## src/rtl/mips_pkg.sv

```systemverilog
// Shared MIPS definitions: memory geometry, byte order and the instruction
// memory loader state encoding.
package mips_pkg;

  localparam int IMEM_ADDR_W = 8;
  localparam int INSTR_W     = 32;

  // Stream bytes arrive most significant first, matching MIPS encoding.
  localparam bit BIG_ENDIAN  = 1'b1;

  typedef enum logic [2:0] {
    S_IDLE  = 3'd0,
    S_HDR   = 3'd1,
    S_LOAD  = 3'd2,
    S_WRITE = 3'd3,
    S_CHK   = 3'd4,
    S_DONE  = 3'd5
  } loader_state_e;

endpackage

```

## src/rtl/imem_loader_byte_packer.sv

```systemverilog
// byte_packer: assembles four stream bytes into one instruction word.
// word_o is the value that results from the shift presented this cycle.
module byte_packer
  import mips_pkg::*;
(
  input  logic               clk,
  input  logic               rst_n,
  input  logic               clear_i,
  input  logic               shift_i,
  input  logic [7:0]         byte_i,
  output logic [INSTR_W-1:0] word_o,
  output logic               word_valid_o
);

  logic [INSTR_W-1:0] shreg_q;
  logic [1:0]         cnt_q;
  logic [INSTR_W-1:0] word_d;

  always_comb begin
    word_d = shreg_q;
    if (BIG_ENDIAN) begin
      word_d = {shreg_q[INSTR_W-9:0], byte_i};
    end else begin
      word_d = {byte_i, shreg_q[INSTR_W-1:8]};
    end
  end

  assign word_o       = word_d;
  assign word_valid_o = shift_i && (cnt_q == 2'd3);

  always_ff @(posedge clk or negedge rst_n) begin
    if (!rst_n) begin
      shreg_q <= '0;
      cnt_q   <= 2'd0;
    end else if (clear_i) begin
      shreg_q <= '0;
      cnt_q   <= 2'd0;
    end else if (shift_i) begin
      shreg_q <= word_d;
      cnt_q   <= cnt_q + 2'd1;
    end
  end

endmodule

```

## src/rtl/imem_loader.sv

```systemverilog
// imem_loader: streams a header-prefixed byte program into the instruction
// memory write port while holding the core. IMEM_LOADER_CHECKSUM_EN adds an XOR trailer check.
module imem_loader
  import mips_pkg::*;
#(
  parameter int                ADDR_W    = IMEM_ADDR_W,
  parameter logic [ADDR_W-1:0] BASE_ADDR = '0
) (
  input  logic               clk,
  input  logic               rst_n,
  input  logic               start,
  input  logic               in_valid,
  input  logic [7:0]         in_data,
  output logic               in_ready,
  output logic [ADDR_W-1:0]  WA,
  output logic [INSTR_W-1:0] WD,
  output logic               WE,
  output logic               cpu_hold,
  output logic               busy,
  output logic               done,
  output logic               err,
  output logic [2:0]         dbg_state
);

  // Handshake: a byte moves when in_valid && in_ready at a rising edge;
  // in_ready depends only on state, never on in_valid.
  loader_state_e      state_q;
  logic               in_ready_q;
  logic [ADDR_W-1:0]  wa_q;
  logic [INSTR_W-1:0] wd_q;
  logic               we_q;
  logic               cpu_hold_q;
  logic               busy_q;
  logic               done_q;
  logic [7:0]         wcnt_q;

  logic               xfer;
  logic               pk_clear;
  logic               pk_shift;
  logic [INSTR_W-1:0] pk_word;
  logic               pk_word_valid;

  assign xfer     = in_valid && in_ready_q;
  assign pk_clear = (state_q == S_IDLE) && start;
  assign pk_shift = xfer && (state_q == S_LOAD);

  byte_packer u_packer (
    .clk          (clk),
    .rst_n        (rst_n),
    .clear_i      (pk_clear),
    .shift_i      (pk_shift),
    .byte_i       (in_data),
    .word_o       (pk_word),
    .word_valid_o (pk_word_valid)
  );

`ifdef IMEM_LOADER_CHECKSUM_EN
  logic [7:0] xor_q;
  logic       err_q;
  assign err = err_q;
`else
  assign err = 1'b0;
`endif

  always_ff @(posedge clk or negedge rst_n) begin
    if (!rst_n) begin
      state_q    <= S_IDLE;
      in_ready_q <= 1'b0;
      wa_q       <= BASE_ADDR;
      wd_q       <= '0;
      we_q       <= 1'b0;
      cpu_hold_q <= 1'b0;
      busy_q     <= 1'b0;
      done_q     <= 1'b0;
      wcnt_q     <= 8'd0;
`ifdef IMEM_LOADER_CHECKSUM_EN
      xor_q      <= 8'd0;
      err_q      <= 1'b0;
`endif
    end else begin
      we_q   <= 1'b0;
      done_q <= 1'b0;
      case (state_q)
        S_IDLE: begin
          if (start) begin
            state_q    <= S_HDR;
            in_ready_q <= 1'b1;
            cpu_hold_q <= 1'b1;
            busy_q     <= 1'b1;
            wa_q       <= BASE_ADDR;
`ifdef IMEM_LOADER_CHECKSUM_EN
            xor_q      <= 8'd0;
            err_q      <= 1'b0;
`endif
          end
        end
        S_HDR: begin
          if (xfer) begin
            wcnt_q  <= in_data;
            state_q <= S_LOAD;
          end
        end
        S_LOAD: begin
          if (xfer) begin
`ifdef IMEM_LOADER_CHECKSUM_EN
            xor_q <= xor_q ^ in_data;
`endif
            if (pk_word_valid) begin
              wd_q       <= pk_word;
              we_q       <= 1'b1;
              in_ready_q <= 1'b0;
              state_q    <= S_WRITE;
            end
          end
        end
        S_WRITE: begin
          wa_q <= wa_q + 1'b1;
          if (wcnt_q == 8'd0) begin
`ifdef IMEM_LOADER_CHECKSUM_EN
            in_ready_q <= 1'b1;
            state_q    <= S_CHK;
`else
            done_q     <= 1'b1;
            state_q    <= S_DONE;
`endif
          end else begin
            wcnt_q     <= wcnt_q - 8'd1;
            in_ready_q <= 1'b1;
            state_q    <= S_LOAD;
          end
        end
`ifdef IMEM_LOADER_CHECKSUM_EN
        S_CHK: begin
          if (xfer) begin
            // Error is reported only; the core is still released.
            err_q      <= (in_data != xor_q);
            in_ready_q <= 1'b0;
            done_q     <= 1'b1;
            state_q    <= S_DONE;
          end
        end
`endif
        S_DONE: begin
          cpu_hold_q <= 1'b0;
          busy_q     <= 1'b0;
          state_q    <= S_IDLE;
        end
        default: begin
          in_ready_q <= 1'b0;
          cpu_hold_q <= 1'b0;
          busy_q     <= 1'b0;
          state_q    <= S_IDLE;
        end
      endcase
    end
  end

  assign in_ready  = in_ready_q;
  assign WA        = wa_q;
  assign WD        = wd_q;
  assign WE        = we_q;
  assign cpu_hold  = cpu_hold_q;
  assign busy      = busy_q;
  assign done      = done_q;
  assign dbg_state = state_q;

endmodule
```

## config.mk

```make
export PLATFORM = sky130hd
export DESIGN_NAME = imem_loader
export DESIGN_NICKNAME = d
export VERILOG_FILES = /design/src/rtl/mips_pkg.sv /design/src/rtl/imem_loader_byte_packer.sv /design/src/rtl/imem_loader.sv
export SDC_FILE = /design/constraint.sdc
export NUM_CORES = 1
export LEC_CHECK = 0
export CORE_ASPECT_RATIO = 1.4
export CORE_MARGIN = 1
export CORE_UTILIZATION = 52
export DETAILED_ROUTE_END_ITERATION = 8
export GPL_TIMING_DRIVEN = 0
export PLACE_DENSITY = 0.8
export SLEW_MARGIN = 5
export SYNTH_ARGS = -nofsm -noshare
export SYNTH_HDL_FRONTEND = slang
export SYNTH_SLANG_ARGS = --single-unit
export TNS_END_PERCENT = 5
```

## constraint.sdc

```tcl
create_clock -name clk -period 2.2 [get_ports clk]
set_input_delay 0.33 -clock clk [delete_from_list [all_inputs] [get_ports clk]]
set_output_delay 0.33 -clock clk [all_outputs]
set_load 0.01 [all_outputs]
```

Word-level counts from Yosys, hierarchy flattened
Cells that the tools add are included.
W data, S select, Z words.
{ "totals": {"elab_cells": 68, "out_inout_bits": 49, "regBits": 81, "inputBits": 12} }
{ "classes": {"eq_ne": 10, "reduce_logical": 17, "n_bitwise": 2, "muxes": 26, "add_sub_neg": 3} }
{ "op_table": {"columns": ["operator", "n"], "rows": [
  ["$mux W24", 2],
  ["$pmux W8 S2", 2],
  ["$mux W8", 3],
  ["$mux W3", 5],
  ["$pmux W3 S4", 1],
  ["$ne A2 B2 Y1 const B", 5],
  ["$mux W1", 9],
  ["$add A8 B1 Y8 const B", 1],
  ["$logic_not A8 Y1", 1],
  ["$sub A8 B1 Y8 const B", 1],
  ["$eq A3 B2 Y1 const B", 2],
  ["$reduce_and A3 Y1", 2],
  ["$reduce_bool A2 Y1", 3],
  ["$reduce_and A5 Y1", 1],
  ["$logic_and A1 B1 Y1", 4],
  ["$mux W2", 2],
  ["$pmux W1 S4", 1],
  ["$reduce_and A2 Y1", 2],
  ["$reduce_and A4 Y1", 1],
  ["$eq A3 B1 Y1 const B", 1],
  ["$eq A3 B3 Y1 const B", 1],
  ["$logic_not A3 Y1", 1],
  ["$reduce_or A3 Y1", 1],
  ["$add A2 B1 Y2 const B", 1],
  ["4 further kinds", 5]
]} }

Logic depth before layout (Yosys ltp)
{ "depth": {"ltp_word": 6, "ltp_mapped": 7} }

Cells and area by module
Synthesis repeated with hierarchy kept, for this count alone.
{ "unflattened": {"hier_cells": 297, "hier_area_um2": 3612.2} }
{ "modules_own_cells": {"columns": ["module", "area_each_um2", "cells_per_inst", "seq_area_each_um2", "n_inst"], "rows": [
  ["imem_loader", 2458.6, 203, 1376.3, 1],
  ["byte_packer", 1153.6, 94, 650.6, 1]
]} }

Worst setup path before layout
Ideal clock, no wire load.
{ "synth_timing": {"kind": "flip-flop to flip-flop", "startpoint": "register wcnt_q[0]", "endpoint": "register wcnt_q[1]", "stages_incl_launch_ff": 8, "setup_slack_ns": 0.357, "arrival_ns": 1.718, "n_path_buf": 1, "setup_time_ns": 0.125, "required_ns": 2.075, "cell_sequence": "dfrtp_1 > inv_1 > ha_1 > nand3_1 > nor4b_4 > or2_1 > buf_6 > mux2_4"} }
{ "synth_via": {"elab_chain_len": 3, "elab_cells_between_ends": 6} }
{ "synth_lines": {"columns": ["item", "line", "source"], "rows": [
  ["from (decl)", "imem_loader.sv:35", "logic [7:0] wcnt_q;"],
  ["from (signal assigned)", "imem_loader.sv:99", "wcnt_q <= in_data;"],
  ["from (signal assigned)", "imem_loader.sv:127", "wcnt_q <= wcnt_q - 8'd1;"],
  ["$sub A8 B1 Y8 or $logic_not A8 Y1 (tied branches)", "imem_loader.sv:127, imem_loader.sv:118", null],
  ["$mux W8 or $ne A2 B2 Y1 (tied branches)", null, null],
  ["$pmux W8 S2 or $reduce_and A3 Y1 (tied branches)", null, null]
]} }
Parallel ways exist; a longest one is shown, timed or not. The select of a mux whose other input is x is not followed.
A chain may end at the register's enable or synchronous reset.

Worst setup path after layout
Ends and elaborated chain as after synthesis.

==> results.md <==
- The run finished with clean final reports.
- The worst slew margin relative to its limit is 0.606.
- The clock latency on the worst-skew pair is 360 ps.
- The most heavily used metal layer in global routing is met2.
- The met2 capacity usage during global routing is 0.405.
- Across the VDD grid, the largest voltage drop is 0.000839 V.
- The total standard cell area after synthesis is 3530 sq um.
- Across the run, the number of max-cap violations was 0.
- Each instance of the synthesized netlist takes up on average 10.9 sq um.
- The die covers 7130 sq um.
- The flop and latch count out of synthesis is 81.
- The share of total power dissipated in sequential elements is 0.422.
- The worst flop-to-flop path endpoint is wcnt_q[1].
- The library cells used most frequently in the layout, excluding fill and tap cells, are 81 x sky130_fd_sc_hd__dfrtp_1, 59 x sky130_fd_sc_hd__nand2_1, 58 x sky130_fd_sc_hd__clkdlybuf4s50_1.
- Setup repair after global routing left no endpoint under its margin.
- Setup total negative slack on the finished layout was measured at 0 ps.
- The die is 71.6 um wide.
- The overall overflow remaining after global route is 0.
- The fraction of the core area covered by cells at the end of the flow is 0.681.
- For the pin with the worst max-slew slack, the measured transition is 586 ps.
- The number of synthesis warnings is 0.
- The pin count of the biggest net entering global routing is 53.
- The worst setup slack after placement is 26.4 ps.
- STA puts the critical path data required time at 2460 ps.
- Synthesis handed over a netlist of 323 instances.
- The fraction of met1 tracks used by global routing is 0.286.
- The most critical setup path has its endpoint at wcnt_q[1].
- The final routed wirelength across all metal layers is 7640 um.
- At the end of the flow, the number of nets in the layout was 413.
- The timing startpoint of the critical path is wcnt_q[0].
- The floorplan step defined a core boundary enclosing 6570 sq um.
- Traced cell by cell, the critical path runs through inv_1 > ha_1 > nand3_1 > nor4b_4 > or2_1 > buf_6 > mux2_4.
- The number of synthesized flops with an enable pin is 0.
- STA classifies the critical path endpoint as a flip-flop.
- The estimated wirelength of the detail-placed design is 5310 um.
- The final cell area excluding filler cells is 4470 sq um.
- In the global route stage, met3 resource usage came out at 0.0466.
- Of the synthesized area, sequential elements account for 0.574.
- The H-tree level count is 3.
- In this run the critical register-to-register path is launched from wcnt_q[0].
- Across the whole layout, storage elements account for 2030 sq um.
- 61 I/O pins were placed.
- The via density per instance is 5.51.
- Counting flops with an async set or reset pin after synthesis yields a share of 1.00.
- Of the cells placed in the final design, the portion with a size suffix greater than 1 is 0.174.
- At the end of routability-driven placement, the weighted congestion stood at 0.889.
- STA puts the critical path data arrival time at 2180 ps.
- The via count of the first global-routing pass is 2531.
- The number of max-slew violations in the final report is 0.
- Of all nets on the critical path, the largest fanout is 9.
- The via total after detailed routing is 2625.
- For this design, the sink count on the clock tree is 81.
- Clock-pin slew was measured on the worst setup and hold paths at 80 ps.
- The power density of the placed cells is 1310 nW/um^2.
- The repair_antennas step left the layout with diodes totalling 0.
- The clock tree buffer depth is 2.
- The critical-path cell with the highest stage delay is sky130_fd_sc_hd__dfrtp_1.
- The growth of design area from synthesis to finish is 26.8%.
- The reported leakage power is 2.16 nW.
- The number of unique standard cell types used by synthesis is 45.
- The final worst clock skew is 10.7 ps.
- The number of cells traversed by the worst register-to-register path is 7.
- The detailed-route wire length per cell is 16.0 um.
- The worst setup margin is 276 ps.
- The final critical path time including I/O delays and setup is 1920 ps.
- The fraction of power spent switching nets is 0.356.
- The worst setup path category is reg2reg.
- The area taken by multi-input logic gates is 1350 sq um.
- Cell internal power was estimated by the tool at 0.00379 W.
- The total of buffers placed on input and output ports is 59.
- The count of unresolved DRC violations after routing is 0.
- Counting every net in the synthesized netlist gives 339.
- In this run the core area contains 35 standard-cell rows.
- Setup violations remaining at the end of the flow were counted as 0.
- Dividing the final minimum period by the clock period gives 0.875.
- In this run the register-to-register setup slack is 280 ps.
- The prevailing post-synth register cell is sky130_fd_sc_hd__dfrtp_1.
- The count of nets left with antenna violations after detail routing is 0.
- The minimum hold slack is 438 ps.
- The CTS tree is built.
- The type of the most critical hold path is in2async.
- The part of the total power dissipated in combinational logic is 0.382.
- The number of buffers inserted during clock tree synthesis is 9.
- The post-place instance area is 4240 sq um.
- In the global route stage, overall resource usage came out at 0.236.
- The wire length of the first global-routing pass is 12700 um.
- The initial antenna violation count came to 0.
- The length of the first detailed-routing pass in iterations is 4.
- The number of hold violations in the final report is 0.
- The die is 99.5 um tall.
- For this run, the slowest stage of the critical path takes 440 ps.
- The worst setup path is launched from a flip-flop.
- The proportion of power drawn by the clock network is 0.196.
- Derived from the worst setup path, the maximum achievable clock frequency is 0.520 GHz.
- The detailed router's first-iteration violation count is 166.
- The CTS root buffer is sky130_fd_sc_hd__clkbuf_8.
- The initial utilization of the core area, before any placement, comes to 0.537.
- The most common cell after layout, fill and taps aside is sky130_fd_sc_hd__dfrtp_1.
- The filler cell count is 492.
- The net switching power figure is 0.00209 W.
[through the flow]
| step | instances | power (W) |
|---|---|---|
| 4_1_cts | 474 | 0.00591 |
| 6_report | 476 | 0.00588 |
| 2_1_floorplan | 323 | 0.00374 |
| 3_3_place_gp | 456 | 0.00464 |
| 5_1_grt | 476 | 0.00627 |
| 3_5_place_dp | 457 | 0.00474 |
[power groups by stage]
| stage | registers (W) | logic (W) | clock network, W |
|---|---|---|---|
| after floorplan | 0.00255 | 0.00119 | 0 |
| after global routing | 0.00256 | 0.00247 | 0.00123 |
| after detailed placement | 0.00251 | 0.00224 | 0 |
| after CTS | 0.00248 | 0.00225 | 0.00118 |
| final | 0.00248 | 0.00225 | 0.00115 |
| after global placement | 0.00248 | 0.00216 | 0 |
[worst min path at each step]
stage                              from                   end  slack [ps]  cells after the start
finish                            rst_n                WD[20]         440                      2
global route                      rst_n                WD[13]         470                      2
CTS                               rst_n                WD[14]         440                      2
detailed placement                rst_n                WD[14]         300                      1
global placement    u_packer.shreg_q[3]  u_packer.shreg_q[11]         470                      2
floorplan                         rst_n                 WA[0]          30                      0
[logic make-up after synthesis]
kind of cell	share of synthesized area
compound gates	0.0748
fa+ha+maj	0.0142
buf+inv	0.0436
flops	0.574
mux	0.109
other cells	0.00106
simple gates	0.183
[cell type report]
cell class              count  area share
plain buffers              21      0.0302
clock buffers              11      0.0338
clock inverters             5      0.0134
inverters                   5     0.00419
multi-input cells         216       0.301
flip-flops and latches     81       0.453
well taps                  74      0.0207
repair buffers             63       0.143
[per-layer routing]
layer / up-vias / wire, um / share of wire
met1: 1283 / 3160 / 0.41
met4: 0 / 170 / 0.022
met5: - / 0 / 0
met3: 16 / 249 / 0.033
met2: 58 / 4050 / 0.53
li1: 1268 / - / -
[sequential cells by signal (all words and copies together) (netlist names), 2 cells and up]
signal and cells:
wcnt_q 8, WD 32, WA 8, u_packer.cnt_q 2
dbg_state 3, u_packer.shreg_q 24
[worst max-delay path, delay by kind of cell (launching register included)]
kind,cells,cell delay (ps)
simple gates,3,680
mux,1,290
buf+inv,2,240
flops,1,440
fa+ha+maj,1,170
[timing repair]
item / CTS / global route
resized for setup: 0 / 0
endpoints found under the hold margin: 29 / 0
setup buffers: 0 / 2
hold buffers: 1 / 0
endpoints found under the setup margin: 0 / 1
[cells in the mapped netlist, types with 4 or more instances]
cell / count / share of area
sky130_fd_sc_hd__dfrtp_1: 81 / 0.57
sky130_fd_sc_hd__nor3_1: 6 / 0.0085
sky130_fd_sc_hd__a21oi_1: 11 / 0.016
sky130_fd_sc_hd__clkbuf_1: 10 / 0.011
sky130_fd_sc_hd__nor2_1: 9 / 0.0096
sky130_fd_sc_hd__o21ai_0: 22 / 0.031
sky130_fd_sc_hd__inv_1: 5 / 0.0053
sky130_fd_sc_hd__nand2_1: 59 / 0.063
sky130_fd_sc_hd__and3_1: 4 / 0.0071
sky130_fd_sc_hd__nand3_1: 31 / 0.044
sky130_fd_sc_hd__ha_1: 4 / 0.014
sky130_fd_sc_hd__nand4_1: 4 / 0.0071
sky130_fd_sc_hd__buf_6: 4 / 0.013
sky130_fd_sc_hd__mux2_2: 32 / 0.10
(Power assumes the default switching activity.)
